## config.mk

```make
export PLATFORM = sky130hd
export DESIGN_NAME = mmio_port_responder
export DESIGN_NICKNAME = d
export VERILOG_FILES = /design/src/rtl/mmio_pkg.sv /design/src/rtl/port_in_sync.sv /design/src/rtl/mmio_port_responder.sv
export SDC_FILE = /design/constraint.sdc
export NUM_CORES = 1
export LEC_CHECK = 0
export ABC_AREA = 1
export BUFFER_PORTS_ARGS = -buffer_cell sky130_fd_sc_hd__buf_2
export CORE_ASPECT_RATIO = 0.75
export CORE_UTILIZATION = 36
export DETAILED_ROUTE_END_ITERATION = 7
export PLACE_DENSITY = 0.61
export SETUP_SLACK_MARGIN = 0.2
export SYNTH_ARGS = -nofsm -noshare
export SYNTH_HDL_FRONTEND = slang
export SYNTH_SLANG_ARGS = --single-unit
```

## constraint.sdc

```tcl
create_clock -name clk -period 4.05 [get_ports clk]
set_input_delay 1.0125 -clock clk [delete_from_list [all_inputs] [get_ports clk]]
set_output_delay 1.0125 -clock clk [all_outputs]
set_load 0.005 [all_outputs]
```

## src/rtl/mmio_pkg.sv

```systemverilog
// mmio_pkg: register offsets, field width and FSM encoding shared by MMIO peripherals
package mmio_pkg;

  localparam logic [3:0] OFF_PORT_OUT  = 4'h0;
  localparam logic [3:0] OFF_PORT_IN   = 4'h4;
  localparam logic [3:0] OFF_STATUS    = 4'h8;
  localparam logic [3:0] OFF_CHG_COUNT = 4'hC;

  localparam int FIELD_W = 16;

  typedef enum logic {
    IDLE = 1'b0,
    RESP = 1'b1
  } state_t;

endpackage

```

## src/rtl/port_in_sync.sv

```systemverilog
// port_in_sync: multi-flop synchronizer for asynchronous pins plus change detector
module port_in_sync #(
  parameter int WIDTH       = 8,
  parameter int SYNC_STAGES = 2
) (
  input  logic             clk,
  input  logic             reset,
  input  logic [WIDTH-1:0] asyncIn,
  output logic [WIDTH-1:0] syncOut,
  output logic             changed
);

  logic [SYNC_STAGES-1:0][WIDTH-1:0] chain;
  logic [WIDTH-1:0]                  prevOut;

  // Shift pins through the chain and keep a one-cycle-old copy of the synchronized value
  always_ff @(posedge clk) begin
    if (!reset) begin
      chain   <= '0;
      prevOut <= '0;
    end else begin
      chain   <= {chain[SYNC_STAGES-2:0], asyncIn};
      prevOut <= chain[SYNC_STAGES-1];
    end
  end

  assign syncOut = chain[SYNC_STAGES-1];
  assign changed = syncOut != prevOut;

endmodule

```

## src/rtl/mmio_port_responder.sv

```systemverilog
// mmio_port_responder: single-cycle-latency MMIO slave exposing an output port, a synchronized input port and change tracking
module mmio_port_responder
  import mmio_pkg::*;
#(
  parameter logic [31:0] BASE_ADDR   = 32'hFFFF0000,
  parameter int          SYNC_STAGES = 2
) (
  input  logic        clk,
  input  logic        reset,
  input  logic        req_valid,
  input  logic        req_write,
  input  logic [31:0] req_addr,
  input  logic [31:0] req_wdata,
  output logic        req_ready,
  output logic        resp_valid,
  output logic [31:0] resp_rdata,
  output logic        resp_err,
  input  logic [7:0]  PortIn,
  output logic [31:0] PortOut
);

  state_t               state, nextState;
  logic [31:0]          offset, loadData, respData, portOutReg;
  logic [3:0]           regSel;
  logic [7:0]           portInSync;
  logic [FIELD_W-1:0]   cnt;
  logic                 chg, changed, accept, badAddr, respErr;
  logic                 outWrite, cntWrite, clrChg;

  port_in_sync #(
    .WIDTH      (8),
    .SYNC_STAGES(SYNC_STAGES)
  ) portInSyncInst (
    .clk    (clk),
    .reset  (reset),
    .asyncIn(PortIn),
    .syncOut(portInSync),
    .changed(changed)
  );

  assign offset   = req_addr - BASE_ADDR;
  assign regSel   = offset[3:0];
  assign badAddr  = (req_addr[1:0] != 2'b00) || (offset > 32'hC);
  assign req_ready = (state == IDLE) && reset;
  assign accept   = req_ready && req_valid;
  assign outWrite = accept && req_write && !badAddr && regSel == OFF_PORT_OUT;
  assign cntWrite = accept && req_write && !badAddr && regSel == OFF_CHG_COUNT;
  assign clrChg   = accept && !req_write && !badAddr && regSel == OFF_STATUS;

  // Register-map read mux evaluated on the accepted request
  always_comb begin
    loadData = regSel == OFF_PORT_OUT ? portOutReg :
               regSel == OFF_PORT_IN  ? {24'b0, portInSync} :
               regSel == OFF_STATUS   ? {31'b0, chg} :
                                        {{(32-FIELD_W){1'b0}}, cnt};
  end

  // Next-state logic: every accepted request spends exactly one cycle in RESP
  always_comb begin
    nextState = IDLE;
    nextState = (state == IDLE && accept) ? RESP : IDLE;
  end

  // State register
  always_ff @(posedge clk) begin
    if (!reset) state <= IDLE;
    else        state <= nextState;
  end

  // Capture the response at acceptance so RESP reports pre-update register contents
  always_ff @(posedge clk) begin
    if (!reset) begin
      respErr  <= 1'b0;
      respData <= '0;
    end else if (accept) begin
      respErr  <= badAddr;
      respData <= (badAddr || req_write) ? '0 : loadData;
    end
  end

  // Output port register; a store lands at acceptance so PortOut shows it in RESP
  always_ff @(posedge clk) begin
    if (!reset)        portOutReg <= '0;
    else if (outWrite) portOutReg <= req_wdata;
  end

  // Sticky change flag: a change event beats a concurrent read-to-clear
  always_ff @(posedge clk) begin
    if (!reset) chg <= 1'b0;
    else        chg <= changed ? 1'b1 : (clrChg ? 1'b0 : chg);
  end

  // Saturating change counter; a clearing write that meets a change event leaves 1
  always_ff @(posedge clk) begin
    if (!reset)                    cnt <= '0;
    else if (cntWrite)             cnt <= {{(FIELD_W-1){1'b0}}, changed};
    else if (changed && cnt != '1) cnt <= cnt + 1'b1;
  end

  assign resp_valid = (state == RESP) && reset;
  assign resp_err   = resp_valid && respErr;
  assign resp_rdata = resp_valid ? respData : '0;
  assign PortOut    = portOutReg;

endmodule

```

=== After elaboration in Yosys (flattened, before gate mapping) ===
Index checks and enable logic that the tools add are counted.

* Flip-flop bits (word level): 107
* Input port bits: 76

* Add/sub/neg operators: 2
* $lt $le $gt $ge: 1
* Equal/unequal tests: 5
* Multiplexer cells: 10
* Bitwise gates (word level): 2
* Reduce and logical (&&, ||, !) cells: 22

{| class="wikitable"
|+ Operators by type and width
! cell !! count
|-
| 32-bit 2-to-1 mux || 3
|-
| 32-bit by 4-bit > comparator with 1-bit output, second input constant || 1
|-
| 16-bit 2-to-1 mux || 2
|-
| 32-bit subtractor, second input constant || 1
|-
| 16-bit by 1-bit adder with 16-bit output, second input constant || 1
|-
| 16-bit != test, second input constant || 1
|-
| 1-bit logical AND || 13
|-
| 4-bit == test, second input constant || 2
|-
| 8-bit != test || 1
|-
| 2-bit nonzero test || 3
|-
| 1-bit 2-to-1 mux || 5
|-
| 4-bit by 3-bit == test with 1-bit output, second input constant || 1
|-
| 4-bit zero test || 1
|-
| 1-bit zero test || 2
|-
| 1-bit logical OR || 2
|-
| 1-bit inverter || 2
|-
| 2-bit OR reduction || 1
|}

=== Logic depth before layout (Yosys ltp) ===
* Depth after elaboration: 8
* Depth in mapped cells: 13

=== Cells and area by module ===
From an unflattened synthesis, not the netlist that was laid out.

* Cell total of the unflattened synthesis: 795
* Area, all modules: 5322.6 µm²

{| class="wikitable"
|+ Modules (own cells, without submodules)
! module !! times used !! cells an instance !! area an instance (µm²) !! seq. area each (µm²)
|-
| mmio_port_responder || 1 || 686 || 4453.0 || 1661.6
|-
| port_in_sync || 1 || 109 || 869.6 || 480.5
|}

=== Worst setup path before layout ===
No wires, ideal clock.

* Path kind: input port to output port
* Start: input port reset
* End: output port resp_rdata[22]
* Arrival time: 1784 ps
* Setup slack: 1254 ps
* Stages on the path: 4
* Buffers on the path: 2
* Cells stage by stage: clkbuf_1 nand2_1 clkbuf_1 nor2_1

* Cells in the longest elaborated chain, start to end: 2

{| class="wikitable"
|+ RTL lines
! item !! RTL line !! text
|-
| start, declared || mmio_port_responder.sv:9 || <nowiki>input logic reset,</nowiki>
|-
| 1-bit logical AND || mmio_port_responder.sv:100 || <nowiki>assign resp_valid = (state == RESP) && reset;</nowiki>
|-
| 32-bit 2-to-1 mux || mmio_port_responder.sv:102 || <nowiki>assign resp_rdata = resp_valid ? respData : '0;</nowiki>
|-
| end, declared || mmio_port_responder.sv:16 || <nowiki>output logic [31:0] resp_rdata,</nowiki>
|}

No other way between the ends.

=== Worst setup path in the final report ===
* Start: input port reset
* End: output port resp_rdata[27]

Same word-level chain as after synthesis.

==> impl_metrics.prom <==
# TYPE chip_impl_metric gauge
chip_impl_metric{name="combinationalPowerShare",unit=""} 0.088
chip_impl_metric{name="flow.area_growth_from_synthesis",unit="%"} 20.8
chip_impl_info{name="worstReg2RegEnd",value="cnt[4]"} 1
chip_impl_metric{name="synth-edff-count",unit=""} 0
chip_impl_metric{name="worst_path_largest_cell_delay",unit="ns"} 0.27
chip_impl_metric{name="design.core.area",unit="mm2"} 0.0145
chip_impl_metric{name="remaining_drc_errors",unit=""} 0
chip_impl_metric{name="power.share.sequential",unit=""} 0.517
chip_impl_metric{name="post_synth_num_cell_types",unit=""} 33
chip_impl_metric{name="antenna_left",unit=""} 0
chip_impl_metric{name="final_hold_violating_endpoints",unit=""} 0
chip_impl_metric{name="vias",unit=""} 5246
chip_impl_metric{name="number_of_gates_resized_after_cts",unit=""} 0
chip_impl_metric{name="period_needed",unit="ns"} 3.07
chip_impl_metric{name="synthesis.nets",unit=""} 881
chip_impl_info{name="layout.cells.most_common",value="nand2_1"} 1
chip_impl_metric{name="ctsHtreeMaxLevel",unit=""} 3
chip_impl_metric{name="pwr_density_cell",unit="mW/mm2"} 325
chip_impl_metric{name="number_of_antenna_violations_at_the_first_check_in_global_routing",unit=""} 0
chip_impl_metric{name="worst-r2r-cell-count",unit=""} 9
chip_impl_metric{name="ys_async_sr_fraction",unit=""} 0
chip_impl_metric{name="detail_route.wl_per_cell",unit="um"} 12.4
chip_impl_info{name="clk_root_buffer_cell",value="clkbuf_16"} 1
chip_impl_metric{name="power_report.internal_total",unit="uW"} 1550
chip_impl_metric{name="grt_max_degree",unit=""} 66
chip_impl_metric{name="leakage",unit="uW"} 0.00278
chip_impl_metric{name="power.ir.vdd_worst",unit="uV"} 178
chip_impl_metric{name="insertion_delay",unit="ns"} 0.35
chip_impl_metric{name="setup.reg_to_reg.worst_slack",unit="ns"} 1.78
chip_impl_metric{name="rows",unit=""} 38
chip_impl_metric{name="place_congestion",unit=""} 0.895
chip_impl_info{name="commonest_cells_after_routing_fill_and_taps_aside",value="nand2_1 (248), buf_2 (142), inv_1 (108)"} 1
chip_impl_metric{name="timing.slew.headroom",unit=""} 0.288
chip_impl_metric{name="clk_transition_reported_paths",unit="ns"} 0.07
chip_impl_metric{name="setup_tns",unit="ns"} 0
chip_impl_metric{name="synthesis.area",unit="mm2"} 0.00531
chip_impl_metric{name="hold_buffers",unit=""} 0
chip_impl_metric{name="initial_core_util",unit=""} 0.367
chip_impl_metric{name="swShare",unit=""} 0.255
chip_impl_info{name="tritoncts",value="done"} 1
chip_impl_metric{name="sequential_to_total_area_share_from_yosys_stat",unit=""} 0.403
chip_impl_metric{name="netSwitchingPower",unit="uW"} 533
chip_impl_metric{name="first_global_vias",unit=""} 4584
chip_impl_metric{name="clk_path_buf_depth",unit=""} 2
chip_impl_metric{name="grt_usage",unit=""} 0.189
chip_impl_metric{name="dr.pass1.iters",unit=""} 5
chip_impl_metric{name="n_fill_cell",unit=""} 1599
chip_impl_metric{name="synthCells",unit=""} 804
chip_impl_metric{name="numClockSinks",unit=""} 107
chip_impl_metric{name="grt_overflow",unit=""} 0
chip_impl_metric{name="post_detailed_route_via_to_cell_ratio",unit=""} 4.63
chip_impl_metric{name="num-nets-final",unit=""} 1005
chip_impl_metric{name="dp_hpwl",unit="mm"} 10.4
chip_impl_metric{name="crit_fanout",unit=""} 31
chip_impl_metric{name="post_synth.cell_area_avg",unit="um2"} 6.60
chip_impl_metric{name="chipHeight",unit="um"} 107
chip_impl_metric{name="synth-seq-cells",unit=""} 107
chip_impl_metric{name="final_min_period_over_clock_period",unit=""} 0.757
chip_impl_metric{name="finClkSkew",unit="ns"} 0.00703
chip_impl_metric{name="buffer_ports.inserted",unit=""} 142
chip_impl_info{name="start_kind",value="input pin"} 1
chip_impl_metric{name="worstPathArrival",unit="ns"} 2.05
chip_impl_metric{name="slew_viol_final",unit=""} 0
chip_impl_metric{name="die_w",unit="um"} 142
chip_impl_metric{name="p_clk_frac",unit=""} 0.395
chip_impl_metric{name="drv.max_cap_violation_count",unit=""} 0
chip_impl_info{name="worstReg2RegStart",value="cnt[13]"} 1
chip_impl_metric{name="dieArea",unit="mm2"} 0.0152
chip_impl_info{name="synth_flop_cell",value="dfxtp_1"} 1
chip_impl_info{name="worst_setup_path_end_kind",value="output pin"} 1
chip_impl_metric{name="top_level_ports",unit=""} 143
chip_impl_info{name="worstPathCellList",value="buf_2, buf_4, nand2_1, buf_4, nor2_1, buf_2"} 1
chip_impl_metric{name="1st_iter_drt_viols",unit=""} 346
chip_impl_info{name="setup_repair_after_global_routing_missed_its_margin",value="false"} 1
chip_impl_metric{name="tritoncts.num_buffers",unit=""} 9
chip_impl_metric{name="grt_first_pass_wirelength",unit="mm"} 22.8
chip_impl_info{name="crit_type",value="input pin to output pin"} 1
chip_impl_metric{name="layout-drive-gt1-share",unit=""} 0.199
chip_impl_metric{name="cp_data_required_time",unit="ns"} 3.04
chip_impl_info{name="hp-class",value="flop to flop"} 1
chip_impl_metric{name="buffers_inserted_by_post_cts_timing_repair",unit=""} 0
chip_impl_info{name="critPathSlowestCell",value="buf_4"} 1
chip_impl_info{name="timing.critical_path.to",value="resp_rdata[27]"} 1
chip_impl_info{name="crit_path_start",value="reset"} 1
chip_impl_metric{name="drt-total-wl",unit="mm"} 14.1
chip_impl_metric{name="synth_warnings",unit=""} 0
chip_impl_metric{name="timing_worst_slew_pin_value",unit="ns"} 1.06
chip_impl_metric{name="finalSetupViolCount",unit=""} 0
chip_impl_metric{name="post-route-util",unit=""} 0.444
chip_impl_info{name="outcome",value="complete, no violations"} 1
chip_impl_metric{name="achievable-frequency",unit="GHz"} 0.326
==> synth_stat cells, types with 4 or more instances <==
master | instances | share of area
nand2_1 | 248 | 0.18
inv_1 | 109 | 0.077
dfxtp_1 | 107 | 0.40
nor2_1 | 85 | 0.060
a21oi_1 | 77 | 0.073
nand3_1 | 32 | 0.030
nand3b_1 | 23 | 0.033
clkbuf_1 | 19 | 0.013
o21ai_0 | 15 | 0.014
xor2_1 | 12 | 0.020
nand4_1 | 11 | 0.013
o22ai_1 | 8 | 0.0094
buf_4 | 6 | 0.0085
nor3_1 | 6 | 0.0057
buf_1 | 4 | 0.0028
nor2_4 | 4 | 0.0085
nor4_1 | 4 | 0.0047
o21ai_1 | 4 | 0.0038
or2_2 | 4 | 0.0047
==> worst min path at each step <==
| stage | start | to | slack (ns) | depth (start not counted) |
|---|---|---|---|---|
| 2_1_floorplan | portInSyncInst.chain[0] | portInSyncInst.syncOut[0] | 0.39 | 2 |
| 3_3_place_gp | portInSyncInst.chain[0] | portInSyncInst.syncOut[0] | 0.40 | 2 |
| 3_5_place_dp | portInSyncInst.chain[2] | portInSyncInst.syncOut[2] | 0.40 | 2 |
| 4_1_cts | portInSyncInst.chain[2] | portInSyncInst.syncOut[2] | 0.41 | 2 |
| 5_1_grt | portInSyncInst.chain[1] | portInSyncInst.syncOut[1] | 0.44 | 2 |
| 6_report | portInSyncInst.chain[2] | portInSyncInst.syncOut[2] | 0.41 | 2 |
==> sequential cells by signal, indices dropped and copies added, names as in the netlist <==
register and flops:
PortOut 32, chg 1, cnt 16, portInSyncInst.chain 8
portInSyncInst.prevOut 8, portInSyncInst.syncOut 8, respData 32, respErr 1
state 1
==> worst max-delay path, delay by kind of cell <==
family        cells  cell delay [ns]
buf+inv           4             0.74
simple gates      2             0.28
==> power groups by stage <==
stage / clock (uW) / combinational [uW] / sequential [uW]
2_1_floorplan: 0 / 110 / 1100
3_5_place_dp: 0 / 183 / 1100
4_1_cts: 845 / 183 / 1080
6_report: 824 / 183 / 1080
3_3_place_gp: 0 / 183 / 1100
5_1_grt: 887 / 207 / 1080
==> cell families (layout without fill, tap and decap cells) <==
logic type      count (synthesis)  after routing  synth area share
compound gates                108            108             0.108
xor+xnor                       15             15            0.0247
fa+ha+maj                       1              1           0.00236
buf+inv                       148            277             0.114
flops                         107            107             0.403
other cells                     0              1                 0
simple gates                  425            425             0.348
==> final cells by class <==
type,instances,area [um2],share of cell area
antenna,1,2.50,0.000390
clock buffer,9,225,0.0351
clock inverter,7,51.3,0.00800
inverter,113,424,0.0661
multi-input combinational,549,2560,0.400
sequential,107,2140,0.334
tap,200,250,0.0390
timing repair buffer,148,756,0.118
==> per-layer routing <==
| layer | GRT usage | part of all wire |
|---|---|---|
| met1 | 0.280 | 0.51 |
| met4 | 0.0415 | 0.010 |
| met5 | 0 | 0 |
| met3 | 0.0393 | 0.054 |
| met2 | 0.278 | 0.42 |
==> per-stage QoR <==
stage / std cells / setup WS, ns / cell area (um2) / hold WS (ns) / power (uW)
2_1_floorplan: 804 / 1.25 / 5310 / 0.390 / 1210
3_3_place_gp: 1117 / 0.962 / 6140 / 0.395 / 1290
3_5_place_dp: 1117 / 0.921 / 6140 / 0.396 / 1290
4_1_cts: 1133 / 0.942 / 6410 / 0.414 / 2110
5_1_grt: 1133 / 0.874 / 6410 / 0.443 / 2180
6_report: 1134 / 0.983 / 6410 / 0.413 / 2090
Power figures use the tool's default switching activity.
